**src/rtl/psram_seq_pkg.sv**
```systemverilog
// psram_seq_pkg: shared states, grant encoding and fixed AXI field values for the PSRAM sequencer
package psram_seq_pkg;
  typedef enum logic [2:0] {IDLE, WR_AW_W, WR_RESP, RD_AR, RD_DATA} state_t;
  typedef enum logic {WRITE, READ} grant_t;
  localparam int ID_W = 4;
  localparam logic [1:0] RESP_OKAY = 2'b00;
  localparam logic [2:0] SIZE_4B = 3'b010;
  localparam logic [1:0] BURST_INCR = 2'b01;
  localparam logic [2:0] PROT_DEFAULT = 3'b001;
endpackage

```
**src/rtl/psram_rr_arb2.sv**
```systemverilog
// psram_rr_arb2: two-requester round-robin arbiter; a tie goes to the side not granted last
module psram_rr_arb2
  import psram_seq_pkg::*;
(
  input  logic clk,
  input  logic aresetn,
  input  logic en,
  input  logic wr_req,
  input  logic rd_req,
  output logic gnt_wr,
  output logic gnt_rd
);
  grant_t last_grant;
  assign gnt_wr = en && wr_req && (!rd_req || last_grant == READ);
  assign gnt_rd = en && rd_req && (!wr_req || last_grant == WRITE);
  always_ff @(posedge clk or negedge aresetn) begin
    if (!aresetn) last_grant <= READ;
    else if (gnt_wr) last_grant <= WRITE;
    else if (gnt_rd) last_grant <= READ;
  end
endmodule

```
**src/rtl/psram_axi_sequencer.sv**
```systemverilog
// psram_axi_sequencer: single-beat AXI4 master sharing the PSRAM slave between record writes and playback reads
module psram_axi_sequencer
  import psram_seq_pkg::*;
#(
  parameter int ADDR_W  = 24,
  parameter int DATA_W  = 32,
  parameter int TIMEOUT = 1023
) (
  input  logic                clk,
  input  logic                aresetn,
  input  logic                wr_req_valid,
  output logic                wr_req_ready,
  input  logic [ADDR_W-1:0]   wr_addr,
  input  logic [DATA_W-1:0]   wr_data,
  input  logic [DATA_W/8-1:0] wr_strb,
  output logic                wr_done,
  output logic                wr_err,
  input  logic                rd_req_valid,
  output logic                rd_req_ready,
  input  logic [ADDR_W-1:0]   rd_addr,
  output logic [DATA_W-1:0]   rd_data,
  output logic                rd_done,
  output logic                rd_err,
  output logic                busy,
  output logic                timeout_flag,
  output logic [ID_W-1:0]     m_axi_awid,
  output logic [ADDR_W-1:0]   m_axi_awaddr,
  output logic [7:0]          m_axi_awlen,
  output logic [2:0]          m_axi_awsize,
  output logic [1:0]          m_axi_awburst,
  output logic                m_axi_awlock,
  output logic [3:0]          m_axi_awcache,
  output logic [2:0]          m_axi_awprot,
  output logic [3:0]          m_axi_awqos,
  output logic [3:0]          m_axi_awregion,
  output logic                m_axi_awvalid,
  input  logic                m_axi_awready,
  output logic [DATA_W-1:0]   m_axi_wdata,
  output logic [DATA_W/8-1:0] m_axi_wstrb,
  output logic                m_axi_wlast,
  output logic                m_axi_wvalid,
  input  logic                m_axi_wready,
  input  logic [ID_W-1:0]     m_axi_bid,
  input  logic [1:0]          m_axi_bresp,
  input  logic                m_axi_bvalid,
  output logic                m_axi_bready,
  output logic [ID_W-1:0]     m_axi_arid,
  output logic [ADDR_W-1:0]   m_axi_araddr,
  output logic [7:0]          m_axi_arlen,
  output logic [2:0]          m_axi_arsize,
  output logic [1:0]          m_axi_arburst,
  output logic                m_axi_arlock,
  output logic [3:0]          m_axi_arcache,
  output logic [2:0]          m_axi_arprot,
  output logic [3:0]          m_axi_arqos,
  output logic [3:0]          m_axi_arregion,
  output logic                m_axi_arvalid,
  input  logic                m_axi_arready,
  input  logic [ID_W-1:0]     m_axi_rid,
  input  logic [DATA_W-1:0]   m_axi_rdata,
  input  logic [1:0]          m_axi_rresp,
  input  logic                m_axi_rlast,
  input  logic                m_axi_rvalid,
  output logic                m_axi_rready
);
  localparam int CNT_W = $clog2(TIMEOUT + 1);
  state_t state, state_n;
  logic gnt_wr, gnt_rd, wr_ev, rd_ev, to_hit, aw_q, w_q, ar_q, unused_ids;
  logic [ADDR_W-1:0] addr_q;
  logic [DATA_W-1:0] wdata_q;
  logic [DATA_W/8-1:0] strb_q;
  logic [CNT_W-1:0] cnt;
  psram_rr_arb2 u_arb (
    .clk    (clk),
    .aresetn(aresetn),
    .en     (state == IDLE),
    .wr_req (wr_req_valid),
    .rd_req (rd_req_valid),
    .gnt_wr (gnt_wr),
    .gnt_rd (gnt_rd)
  );
  assign wr_req_ready = gnt_wr;
  assign rd_req_ready = gnt_rd;
  assign busy = state != IDLE;
  assign to_hit = cnt == CNT_W'(TIMEOUT - 1);
  assign wr_ev = state == WR_RESP && (m_axi_bvalid || to_hit);
  assign rd_ev = state == RD_DATA && (m_axi_rvalid || to_hit);
  assign m_axi_bready = state == WR_RESP;
  assign m_axi_rready = state == RD_DATA;
  assign m_axi_awid = '0;
  assign m_axi_awaddr = addr_q;
  assign m_axi_awlen = 8'd0;
  assign m_axi_awsize = SIZE_4B;
  assign m_axi_awburst = BURST_INCR;
  assign m_axi_awlock = 1'b0;
  assign m_axi_awcache = 4'd0;
  assign m_axi_awprot = PROT_DEFAULT;
  assign m_axi_awqos = 4'd0;
  assign m_axi_awregion = 4'd0;
  assign m_axi_awvalid = aw_q;
  assign m_axi_wdata = wdata_q;
  assign m_axi_wstrb = strb_q;
  assign m_axi_wlast = w_q;
  assign m_axi_wvalid = w_q;
  assign m_axi_arid = '0;
  assign m_axi_araddr = addr_q;
  assign m_axi_arlen = 8'd0;
  assign m_axi_arsize = SIZE_4B;
  assign m_axi_arburst = BURST_INCR;
  assign m_axi_arlock = 1'b0;
  assign m_axi_arcache = 4'd0;
  assign m_axi_arprot = PROT_DEFAULT;
  assign m_axi_arqos = 4'd0;
  assign m_axi_arregion = 4'd0;
  assign m_axi_arvalid = ar_q;
  // only one ID is ever issued, so response IDs carry no information
  assign unused_ids = ^{m_axi_bid, m_axi_rid};
  always_comb begin
    state_n = state;
    unique case (state)
      IDLE:    state_n = gnt_wr ? WR_AW_W : gnt_rd ? RD_AR : IDLE;
      WR_AW_W: state_n = ((!aw_q || m_axi_awready) && (!w_q || m_axi_wready)) ? WR_RESP : WR_AW_W;
      WR_RESP: state_n = wr_ev ? IDLE : WR_RESP;
      RD_AR:   state_n = m_axi_arready ? RD_DATA : RD_AR;
      RD_DATA: state_n = rd_ev ? IDLE : RD_DATA;
      default: state_n = IDLE;
    endcase
  end
  always_ff @(posedge clk or negedge aresetn) begin
    if (!aresetn) state <= IDLE;
    else state <= state_n;
  end
  always_ff @(posedge clk or negedge aresetn) begin
    if (!aresetn) begin
      addr_q <= '0;
      wdata_q <= '0;
      strb_q <= '0;
      aw_q <= 1'b0;
      w_q <= 1'b0;
      ar_q <= 1'b0;
      cnt <= '0;
      wr_done <= 1'b0;
      wr_err <= 1'b0;
      rd_done <= 1'b0;
      rd_err <= 1'b0;
      rd_data <= '0;
      timeout_flag <= 1'b0;
    end else begin
      if (gnt_wr) begin
        addr_q <= wr_addr;
        wdata_q <= wr_data;
        strb_q <= wr_strb;
      end else if (gnt_rd) addr_q <= rd_addr;
      // each VALID falls independently after its own handshake
      aw_q <= gnt_wr || (aw_q && !m_axi_awready);
      w_q <= gnt_wr || (w_q && !m_axi_wready);
      ar_q <= gnt_rd || (ar_q && !m_axi_arready);
      cnt <= (state == WR_RESP || state == RD_DATA) ? cnt + 1'b1 : '0;
      wr_done <= wr_ev;
      wr_err <= wr_ev && (!m_axi_bvalid || m_axi_bresp != RESP_OKAY);
      rd_done <= rd_ev;
      rd_err <= rd_ev && (!m_axi_rvalid || m_axi_rresp != RESP_OKAY || !m_axi_rlast);
      if (rd_ev && m_axi_rvalid) rd_data <= m_axi_rdata;
      timeout_flag <= timeout_flag || (wr_ev && !m_axi_bvalid) || (rd_ev && !m_axi_rvalid);
    end
  end
endmodule
```
**config.mk**
```make
export PLATFORM = sky130hd
export DESIGN_NAME = psram_axi_sequencer
export DESIGN_NICKNAME = d
export VERILOG_FILES = /design/src/rtl/psram_seq_pkg.sv /design/src/rtl/psram_rr_arb2.sv /design/src/rtl/psram_axi_sequencer.sv
export SDC_FILE = /design/constraint.sdc
export NUM_CORES = 1
export LEC_CHECK = 0
export BUFFER_PORTS_ARGS = -buffer_cell sky130_fd_sc_hd__buf_2
export CORE_AREA = 2 2 132 134
export CTS_CLUSTER_DIAMETER = 120
export CTS_CLUSTER_SIZE = 12
export DETAILED_ROUTE_END_ITERATION = 7
export DIE_AREA = 0 0 134 136
export GPL_TIMING_DRIVEN = 0
export PLACE_DENSITY = 0.68
export SKIP_CTS_REPAIR_TIMING = 1
export SLEW_MARGIN = 30
export SYNTH_ARGS = -nofsm -noshare
export SYNTH_HDL_FRONTEND = slang
export SYNTH_HIERARCHICAL = 1
export SYNTH_SLANG_ARGS = --single-unit
```
**constraint.sdc**
```tcl
create_clock -name clk -period 5.8 [get_ports clk]
set_clock_uncertainty 0.05 [all_clocks]
set_input_delay 0 -clock clk [delete_from_list [all_inputs] [get_ports clk]]
set_output_delay 0 -clock clk [all_outputs]
set_load 0.005 [all_outputs]
```
==> results by group <==
Outcome
  – Status: finished clean

Global route
  – Number of global-route vias before repair: 4,072
  – Total GRT Usage: 15.22%
  – Largest net degree at the start of global routing: 66
  – First-pass GRT wire length: 21.29 mm
  – GRT overflow: 0
  – Initial antenna violation count: 0

Synth
  – Netlist Area Pre-Place: 0.005488 sq mm
  – Top post-synthesis cells by area: dfrtp_1 52%, buf_4 12%, mux2_4 8.2%
  – Most common cell in the synthesized netlist: dfrtp_1
  – Post-synthesis area per instance: 12.25 sq um
  – Synth Instances: 448
  – Share of the synthesized area in the top cell type: 51.53%
  – Number of flops mapped to enable cells by yosys: 0
  – Synthesized flop and latch total: 114
  – Synth warn: 6
  – Asr flop ratio synth: 100.0%
  – Commonest cells post-synth: 113 x dfrtp_1, 91 x buf_4, 38 x mux2_2
  – Commonest register cell after synthesis: dfrtp_1
  – Netlist cell types: 38
  – Area leader, netlist: dfrtp_1
  – Register area share after synthesis: 52.01%

CTS
  – Clk sinks: 114
  – Clock transition at path regs: 0.06 ns
  – H-Tree Level Count: 4
  – Cts bufs inserted: 17
  – Root Driver: clkbuf_16
  – Clock Latency Late Sink: 0.41 ns
  – TritonCTS clock tree: built
  – Max clock buf depth: 2

Place
  – Placer congestion estimate: 0.7736
  – Cell Count Post-Placement: 997
  – IO buf count: 259
  – Placed Area: 0.007343 sq mm
  – Post-DP HPWL: 10.65 mm
  – Setup WS pre-CTS: 3.064 ns

Drt
  – Vias per cell: 4.118
  – Total wire length: 16.24 mm
  – Pre-Repair DR Iteration Count: 4
  – Post-DR wirelength/cell: 14.04 microns
  – Antenna violation net count after detailed routing: 0
  – First DRT Iteration DRCs: 153
  – DR DRC count: 0
  – Vias: 4,760

Floorplanning
  – I/O pin total: 334
  – Die area: 0.01822 sq mm
  – Row count: 48
  – Die H: 136 microns
  – Initial Util: 32.52%
  – CORE AREA: 0.01688 sq mm
  – Die Wd: 134 microns

Critical path
  – CP max stage delay: 0.59 ns
  – Reg-to-Reg Start: state[2]
  – Max Fanout on Critical Path: 10
  – Most used cell, CP: clkbuf_1
  – WP data required: 6.04 ns
  – Crit Path Class: reg2reg
  – Crit end category: flop
  – Critical path startpoint: state[2]
  – CP max stage cell: dlygate4sd3_1
  – CP Buf/Inv Count: 6
  – Crit-path cells: clkbuf_1 > or3_1 > inv_1 > nand2_1 > a21oi_1 > clkbuf_1 > buf_2 > clkbuf_1 > o21ai_0 > dlygate4sd3_1
  – Critical Path Source Type: flop
  – Critical path's top delay family: buffers and inverters
  – CP Data Arrival Time: 3.44 ns

STA
  – Least-Margin Pin Slew: 0.6800 ns
  – Slew Viols, Final: 0
  – Final worst setup slack: 2.605 ns
  – Highest Clock Rate: 0.3130 GHz
  – Tcrit/Tclk final: 55.08%
  – Post-route setup TNS: 0 ns
  – Max_slew headroom: 54.32%
  – Unrepaired setup endpoints after global routing: false
  – Finish-stage setup viols: 0
  – Final Hold Fails: 0
  – Minimum clock period: 3.195 ns
  – Hold Slack: 0.03966 ns

Cells and area
  – Total Nets Final: 1,058
  – # fillers: 1,443
  – Area of the multi-input gates: 0.002022 sq mm
  – Cell Count, Final, Fillers Out: 1,156
  – Fin util: 54.76%
  – Post-Layout Inst Area: 0.009241 sq mm
  – Synth-to-Final Area Change: 68.40%
  – Share of layout cells above drive strength 1: 50.16%
  – Register area: 0.002854 sq mm
  – # diodes: 0

Power and ir drop
  – Final Power: 4.191 mW
  – P per Cell Area: 453.5 mW/mm^2
  – Maximum VDD drop: 0.2771 mV
  – Leakage: 4.798 nW

Job
  – Maxcap violations: 0

Hold path
  – Tightest Hold Check Type: in2async
-- final timing paths --
path / endpoint / slack (ns) / cells past startpoint
max: m_axi_araddr[17] / 2.61 / 10
min: rd_data[23] / 0.04 / 2
max reg2reg: m_axi_araddr[17] / 2.61 / 10
min reg2reg: timeout_flag / 0.41 / 1
max in group asynchronous: u_arb/last_grant / 4.96 / 3
min in group clk: wr_req_ready / 0.28 / 4
-- cells by family (layout without fill, tap and decap cells) --
| kind of cell | count (synthesis) | after routing | synth area share (%) |
|---|---|---|---|
| and+or+nand+nor | 71 | 71 | 6.133 |
| buffers and inverters | 118 | 537 | 15.53 |
| muxes | 92 | 92 | 20.38 |
| adders and majority gates | 2 | 2 | 0.4559 |
| AOI/OAI and AO/OA | 42 | 42 | 4.241 |
| DFF | 114 | 114 | 52.01 |
| other | 2 | 66 | 0.1368 |
| xor gates and xnor gates | 7 | 7 | 1.117 |
-- placed cells by master, fill, tap and decap left out, drive strengths merged, types with 4 or more instances in the layout --
cell,count
nor3,5
buf,364
clkbuf,26
conb,66
bufinv,4
dfrtp,113
nand2b,5
nor2,15
mux2i,24
xnor2,5
inv,8
o21ai,28
clkinv,5
a21oi,7
nand2,31
mux2,68
dlygate4sd3,127
-- sequential cells by signal, summed over array words and instances (netlist names), 3 cells and up --
name,count
state,3
m_axi_wdata,32
m_axi_araddr,24
cnt,10
rd_data,32
m_axi_wstrb,4
-- report_power, final --
group	internal [mW]	switching, mW	total (mW)
Clock	0.729	0.380	1.11
Combinational	1.04	0.660	1.70
Sequential	1.16	0.221	1.38
Total	2.93	1.26	4.19
-- per-layer routing --
metal  GRT usage [%]  vias up  share of wire [%]
met1           18.91     2262                 41
li1                -     2294                  -
met2           24.50      189                 51
met5               0        -                  0
met4           5.142        0                1.1
met3           5.667       15                6.8
-- worst register-to-register path, cell delays in order (launching register included) --
cell	delay [ns]
dfrtp_1	0.35
clkbuf_1	0.18
or3_1	0.44
inv_1	0.10
nand2_1	0.06
a21oi_1	0.14
clkbuf_1	0.30
buf_2	0.32
clkbuf_1	0.38
o21ai_0	0.17
dlygate4sd3_1	0.59
-- area by class of cell --
cell class,count,area share [%]
Sequential cell,114,30.88
Timing Repair Buffer,387,28.19
Multi-Input combinational cell,280,21.88
Buffer,111,8.936
Clock buffer,19,4.793
Tap cell,225,3.046
Clock inverter,13,1.990
Inverter,7,0.2843
No activity file was read; power rests on OpenSTA's default activity.
